File: config.mk
export PLATFORM = sky130hd
export DESIGN_NAME = vec_mem_sequencer
export DESIGN_NICKNAME = d
export VERILOG_FILES = /design/src/rtl/vec_mem_sequencer.sv
export SDC_FILE = /design/constraint.sdc
export NUM_CORES = 1
export LEC_CHECK = 0
export ABC_AREA = 1
export ABC_CLOCK_PERIOD_IN_PS = 3810
export CAP_MARGIN = 10
export CELL_PAD_IN_SITES_DETAIL_PLACEMENT = 1
export CELL_PAD_IN_SITES_GLOBAL_PLACEMENT = 1
export CORE_ASPECT_RATIO = 0.8
export CORE_MARGIN = 4
export CORE_UTILIZATION = 39
export CTS_BUF_LIST = sky130_fd_sc_hd__clkbuf_8
export DETAILED_ROUTE_END_ITERATION = 10
export GPL_TIMING_DRIVEN = 0
export PLACE_DENSITY = 0.95
export REMOVE_ABC_BUFFERS = 1
export SKIP_CTS_REPAIR_TIMING = 1
export SLEW_MARGIN = 20
export SYNTH_ARGS = -nofsm -noshare
export SYNTH_HDL_FRONTEND = slang
export SYNTH_SLANG_ARGS = --single-unit
File: constraint.sdc
create_clock -name Clk1 -period 3.81 [get_ports Clk1]
set_input_delay 1.143 -clock Clk1 [delete_from_list [all_inputs] [get_ports Clk1]]
set_output_delay 1.143 -clock Clk1 [all_outputs]
set_load 0.03 [all_outputs]
File: src/rtl/vec_mem_sequencer.sv
`default_nettype none
// ============================================================================
//  Module      : vec_mem_sequencer
//  Description : Vector load/store sequencer for the CVP vector core. Accepts
//                one vector memory request (base, element count, store data)
//                and runs per-element RD/WR bus cycles on the 16-bit memory
//                bus. It stalls on MemRdy and finishes with a one-cycle
//                done_valid pulse.
//  Revision    : 1.0 - initial release
// ----------------------------------------------------------------------------
//  Ports
//    Clk1, Reset        clock / synchronous active-high reset
//    req_valid/ready    request handshake; ready only while idle
//    req_store          1 = store, 0 = load
//    req_base           address of element 0
//    req_len            element count minus 1
//    req_wdata          store data, element i at [i*ELEM_W +: ELEM_W]
//    Addr, RD, WR       memory bus address and strobes
//    dataOut            store data to memory
//    DataIn             read data, valid the cycle after an accepted RD
//    MemRdy             memory accepts the strobe presented this cycle
//    done_valid         one-cycle completion pulse
//    done_vector        assembled load vector, held until next load accept
//    V                  some issued address wrapped past all-ones
// ============================================================================
module vec_mem_sequencer #(
    parameter  int ELEM_W = 16,
    parameter  int LANES  = 16,
    parameter  int ADDR_W = 16,
    localparam int LEN_W  = $clog2(LANES)
) (
    input  logic                    Clk1,
    input  logic                    Reset,
    input  logic                    req_valid,
    output logic                    req_ready,
    input  logic                    req_store,
    input  logic [ADDR_W-1:0]       req_base,
    input  logic [LEN_W-1:0]        req_len,
    input  logic [LANES*ELEM_W-1:0] req_wdata,
    output logic [ADDR_W-1:0]       Addr,
    output logic                    RD,
    output logic                    WR,
    output logic [ELEM_W-1:0]       dataOut,
    input  logic [ELEM_W-1:0]       DataIn,
    input  logic                    MemRdy,
    output logic                    done_valid,
    output logic [LANES*ELEM_W-1:0] done_vector,
    output logic                    V
);

    localparam logic [2:0] S_IDLE   = 3'd0;
    localparam logic [2:0] S_LOAD   = 3'd1;
    localparam logic [2:0] S_LDRAIN = 3'd2;
    localparam logic [2:0] S_STORE  = 3'd3;
    localparam logic [2:0] S_DONE   = 3'd4;

    logic [2:0]              state;
    logic [2:0]              next_state;

    logic [ADDR_W-1:0]       base;
    logic [LEN_W-1:0]        len;
    logic [LANES*ELEM_W-1:0] wdata;
    logic [LEN_W-1:0]        idx;
    logic                    pend;
    logic [LEN_W-1:0]        pend_idx;

    logic                    accept;
    logic                    busy;
    logic                    last;
    logic [ADDR_W:0]         addr_sum;

    // Carry out of base+idx marks an address that wrapped past all-ones.
    assign addr_sum = {1'b0, base} + (ADDR_W+1)'(idx);
    assign accept   = req_valid & req_ready;
    assign busy     = (state == S_LOAD) || (state == S_STORE);
    assign last     = (idx == len);

    // ---------------------------------------------------------------- state
    always_ff @(posedge Clk1) begin
        if (Reset) begin
            state <= S_IDLE;
        end else begin
            state <= next_state;
        end
    end

    // ----------------------------------------------------------- next state
    always_comb begin
        next_state = state;
        case (state)
            S_IDLE: begin
                if (req_valid) begin
                    next_state = req_store ? S_STORE : S_LOAD;
                end
            end
            S_LOAD: begin
                if (MemRdy && last) begin
                    next_state = S_LDRAIN;
                end
            end
            S_LDRAIN: next_state = S_DONE;
            S_STORE: begin
                if (MemRdy && last) begin
                    next_state = S_DONE;
                end
            end
            S_DONE:  next_state = S_IDLE;
            default: next_state = S_IDLE;
        endcase
    end

    // -------------------------------------------------------------- outputs
    // Bus outputs depend only on registered state, so a stalled strobe keeps
    // Addr/dataOut stable for as long as MemRdy stays low.
    always_comb begin
        req_ready  = (state == S_IDLE);
        RD         = (state == S_LOAD);
        WR         = (state == S_STORE);
        done_valid = (state == S_DONE);
        Addr       = '0;
        dataOut    = '0;
        if (busy) begin
            Addr = addr_sum[ADDR_W-1:0];
        end
        if (state == S_STORE) begin
            dataOut = wdata[idx*ELEM_W +: ELEM_W];
        end
    end

    // ------------------------------------------------------------- datapath
    always_ff @(posedge Clk1) begin
        if (Reset) begin
            base        <= '0;
            len         <= '0;
            wdata       <= '0;
            idx         <= '0;
            pend        <= 1'b0;
            pend_idx    <= '0;
            done_vector <= '0;
            V           <= 1'b0;
        end else if (accept) begin
            base     <= req_base;
            len      <= req_len;
            wdata    <= req_wdata;
            idx      <= '0;
            pend     <= 1'b0;
            pend_idx <= '0;
            V        <= 1'b0;
            if (!req_store) begin
                done_vector <= '0;
            end
        end else begin
            // Read data arrives one cycle after its RD was accepted; the
            // final element lands during LDRAIN.
            if (pend) begin
                done_vector[pend_idx*ELEM_W +: ELEM_W] <= DataIn;
            end
            pend <= (state == S_LOAD) && MemRdy;
            if (busy && MemRdy) begin
                idx      <= idx + 1'b1;
                pend_idx <= idx;
            end
            if (busy && addr_sum[ADDR_W]) begin
                V <= 1'b1;
            end
        end
    end

endmodule
`default_nettype wire

[Word level (Yosys, flattened, before mapping)]
Index checks and enable logic that the tools add are counted.
Storage, ports and cells
  bits in registers: 545
  input port bits: 297
  output and inout port bits: 293
  logic and storage cells: 46
Cells by class
  add/sub/neg operators: 3
  equality and inequality tests: 9
  shift operators: 3
  mux-type cells: 11
  bitwise logic cells: 1
  reduce and logical (&&, ||, !) cells: 10
Operators with widths (count)
  2-to-1 mux 256 bit: 3
  bitwise mux 256 bit: 1
  variable shift 16 x 34 -> 256 bit (first input constant): 1
  variable part select 16 x 34 -> 256 bit: 1
  variable part select 256 x 9 -> 16 bit: 1
  negation 8 -> 34 bit: 1
  2-to-1 mux 16 bit: 2
  adder 16 x 4 -> 17 bit: 1
  one-hot mux 3 bit (4 select lines): 1
  2-to-1 mux 3 bit: 3
  equality test 3 x 2 -> 1 bit (second input constant): 2
  adder 4 x 1 -> 4 bit (second input constant): 1
  equality test 4 bit: 1
  logical AND 1 bit: 4
  inequality test 2 x 1 -> 1 bit (second input constant): 2
  inequality test 2 bit (second input constant): 2
  equality test 3 x 1 -> 1 bit (second input constant): 1
  equality test 3 bit (second input constant): 1
  logical NOT 3 bit: 1
  AND reduction 3 bit: 1
  2-to-1 mux 2 bit: 1
  AND reduction 2 bit: 1
  nonzero test 2 bit: 1
  OR reduction 2 bit: 1
  other kinds (2): 2

[Depth between registers and ports, before layout]
  depth after elaboration: 5
  mapped depth: 13
  mapped depth without buffers: 11

[Worst setup path after synthesis]
No wires, ideal clock.
  path kind: reg-to-output
  start point: register base[0]
  end point: output Addr[14]
  data arrival time: 2.091 ns
  slack: 0.576 ns
  stages on the path, launching flop included: 10
  path through: dfxtp_1 ha_1 fa_1 nand3_1 nand3_1 inv_1 nor2_1 nand3_1 nor3_1 nor3_1
Between the ends
  longest elaborated chain between the ends: 2
RTL lines
  start, declared: RTL line 60  | logic [ADDR_W-1:0] base;
  start signal, assigned: RTL line 142  | base <= req_base;
  adder 16 x 4 -> 17 bit: RTL line 73  | assign addr_sum = {1'b0, base} + (ADDR_W+1)'(idx);
  2-to-1 mux 16 bit: RTL line 122  | if (busy) begin
  end, declared: RTL line 40  | output logic [ADDR_W-1:0] Addr,
Every way passes these cells.

[Worst setup path after layout]
  start point: register idx[0]
  end point: output Addr[14]
Between the ends
  longest elaborated chain between the ends: 2
RTL lines
  start, declared: RTL line 63  | logic [LEN_W-1:0] idx;
  start signal, assigned: RTL line 160  | idx <= idx + 1'b1;
  adder 16 x 4 -> 17 bit: RTL line 73
  2-to-1 mux 16 bit: RTL line 122
Every way passes these cells.

==> flow_summary.toml <==
[layout]
nNetsFinal = 4005
syn2layout_area_growth_pct = 40.2
drive_above_1_share_pct = 8.22
fillCellCount = 7136
seq_area_sq_um = 10900
multi_input_area_sq_um = 10800
fin_util_pct = 55.5

[clock_tree]
cts_tree = "done"
numClockSinks = 545
cts_htree_levels = 3
clk_pin_slew_ps = 70
clock_latency_ps = 700
cts_buffers = 90
cts_root_buf = "clkbuf_8"
cts.path.max_buffers = 3

[place]
dpl_worst_slack_ps = -2190
place_hpwl_um = 71600
gp_congestion = 0.878
numPortBuffers = 589

[setup_path]
reg2reg_depth = 9
required_ps = 2670
slowest_stage = "dfxtp_4"
critical_path_class = "flop to output pin"
r2r_setup_slack_ps = 360
timing.rr.start = "pend_idx[0]$_SDFFE_PP0P_"
start_kind = "flop"
crit_fanout = 5
path_cells = "buf_6 > ha_4 > fa_2 > nand3_2 > nand3_4 > inv_4 > nor2_4 > nand3_4 > nor2_4 > nor2_2 > nor3_2 > buf_4"
critical_path.max_stage_delay_ps = 390
cp_data_arrival_time_ps = 2820
end_kind = "output pin"
rr_endpoint = "done_vector[244]$_SDFFE_PP0P_"

[synthesis]
synthMuxAreaShare_pct = 0
yosysSeqAreaShare_pct = 47.1
synth_cell_types = 31
syn-instance-count = 3225
synthXorXnorAreaFrac_pct = 0.194
synthArstFlopShare_pct = 0
syn_area_sq_um = 23200
synth_top_family_by_area = "simple AND/OR/NAND/NOR gates"
synthAdderAreaFrac_pct = 0.464
synth-seq-cells = 545
yosys_warnings = 0
synth_compound_area_share_pct = 21.0
synth_edf_count = 0
synthSimpleGateAreaFrac_pct = 23.3
synth_top_flop_cell = "dfxtp_1"
syn_area_per_cell_sq_um = 7.19

[power]
peakVddDrop_mv = 0.346
p_leak_nw = 11.4
powerDensity_nw_per_um2 = 475

[global_route]
overflow = 0
grt_pass1_wl_um = 166000
grt_use_total_pct = 33.5
grt_pass1_vias = 27700
antenna_found_initial = 46
grt_max_degree = 118

[die]
die_w_um = 281
core_sq_um = 58500
pin_count = 590
die_y_um = 226
rows = 79
dieArea_sq_um = 63400
initial_core_util_pct = 39.6

[route]
num_vias = 27800
ant_nets = 0
post-route-drc-count = 0
drtIter0Drc = 2797
wl_per_cell_um = 26.5
viasPerCell = 6.04
routed_wirelength_um = 122000
firstDrtPassIters = 5

[timing]
fin_crit_sh_pct = 104
finalSetupViolations = 4
fin_skew_ps = 36.3
hold_violations = 0
timing_max_transition_violations_final = 0
relSlewSlack_pct = 28.1
fin_crit_ps = 3960
tightest_slew_ps = 1070
max_freq_mhz = 253
rsz0062_at_grt = "true"
fin_ws_ps = -150

[run_status]
outcome = "complete, but fails checks"
violations = "negative setup slack"

[min_path]
min_path_cells = 2
hold_path.startpoint = "wdata[158]$_SDFFE_PP0P_"
hold_class = "flop to flop"
hold_path_end = "wdata[158]$_SDFFE_PP0P_"

[job]
maxCapViolCount = 0
[logic make-up (layout without fill, tap and decap cells)]
kind of cell / after synthesis / count (layout)
AND/OR/NAND/NOR: 1240 / 1243
AO/OA/AOI/OAI: 973 / 973
flip-flops: 545 / 545
buffers and inverters: 456 / 1000
adder cells (fa/ha/maj): 8 / 8
XOR/XNOR: 3 / 3
other: 0 / 55
[cell usage in the layout, fill, tap and decap left out, drive strengths merged]
master,Yosys,final
clkdlybuf4s50,0,557
o22ai,1,1
a31oi,1,1
clkbuf,188,131
bufinv,0,7
inv,182,213
nand2,564,566
clkinvlp,0,4
a21oi,691,691
ha,7,7
clkinv,4,15
o21ai,280,280
nand3,465,466
dfxtp,545,545
nand4,5,5
xor2,2,2
fa,1,1
nor2,167,167
dlymetal6s2s,0,8
diode,0,55
nor4,4,4
buf,82,65
nor3,35,35
xnor2,1,1
[state kept, by name (all words and copies together) (netlist names)]
name / cells
len: 4
wdata: 256
pend_idx: 4
idx: 4
pend: 1
base: 16
V: 1
state: 3
done_vector: 256
[cell usage after synthesis (2+ instances only)]
library cell	instances	share of area, %
a21oi_1	691	15
buf_1	20	0.32
buf_2	49	1.1
buf_4	12	0.39
clkbuf_1	188	3.0
clkinv_1	3	0.049
dfxtp_1	545	47
ha_1	7	0.38
inv_1	175	2.8
inv_2	6	0.097
nand2_1	551	8.9
nand2_2	12	0.32
nand3_1	463	10
nand3_2	2	0.086
nand4_1	5	0.13
nor2_1	154	2.5
nor2_2	8	0.22
nor2_4	5	0.24
nor3_1	35	0.76
nor4_1	4	0.11
o21ai_0	279	6.0
xor2_1	2	0.076
[final cells by class]
type | count | area share [%]
inverters | 186 | 2.48
repair inverters | 2 | 0.0616
well taps | 769 | 2.96
clock inverters | 51 | 1.25
clock buffers | 113 | 4.79
flip-flops and latches | 545 | 33.6
diodes | 55 | 0.424
repair buffers | 648 | 21.2
multi-input cells | 2227 | 33.2
[per-stage QoR]
step	cells	area, sq um	total power [mW]	setup TNS [ps]	hold WS, ps
2_1_floorplan	2955	22000	8.06	-3060340	432
3_3_place_gp	4313	28900	9.17	-9168860	439
3_5_place_dp	4336	29600	9.35	-425080	448
4_1_cts	4500	31500	15.1	-254770	458
5_1_grt	4594	32500	15.9	-2060	477
6_report	4596	32500	15.4	-429	460
[report_power, final]
| part | internal [mW] | leakage (nW) | switching, mW |
|---|---|---|---|
| logic | 1.05 | 5.88 | 2.11 |
| registers | 6.23 | 4.44 | 0.275 |
| clock network | 3.10 | 1.12 | 2.65 |
| total | 10.4 | 11.4 | 5.03 |
[metal layers]
metal	vias to the layer above	GRT usage, %	wire length, um
li1	11900	-	-
met1	13600	40.1	45700
met2	1694	52.5	55000
met3	591	8.37	11000
met4	6	24.3	9960
met5	-	0	44
[critical path: cells and delay by family (launching register included)]
kind,cells,cell delay (ps)
DFF,1,390
buffers and inverters,3,390
adders and majority gates,2,400
and+or+nand+nor,7,940
[how the worst max path moves through the flow]
| stage | start | endpoint | cells past startpoint |
|---|---|---|---|
| finish | idx[0]$_SDFFE_PP0P_ | Addr[14] | 12 |
| global route | idx[0]$_SDFFE_PP0P_ | Addr[14] | 12 |
| CTS | req_valid | done_vector[158]$_SDFFE_PP0P_ | 13 |
| detailed placement | req_valid | done_vector[211]$_SDFFE_PP0P_ | 13 |
| global placement | Reset | done_vector[142]$_SDFFE_PP0P_ | 6 |
| floorplan | req_valid | done_vector[48]$_SDFFE_PP0P_ | 10 |
Note: power is estimated with default switching activity, not from simulation.
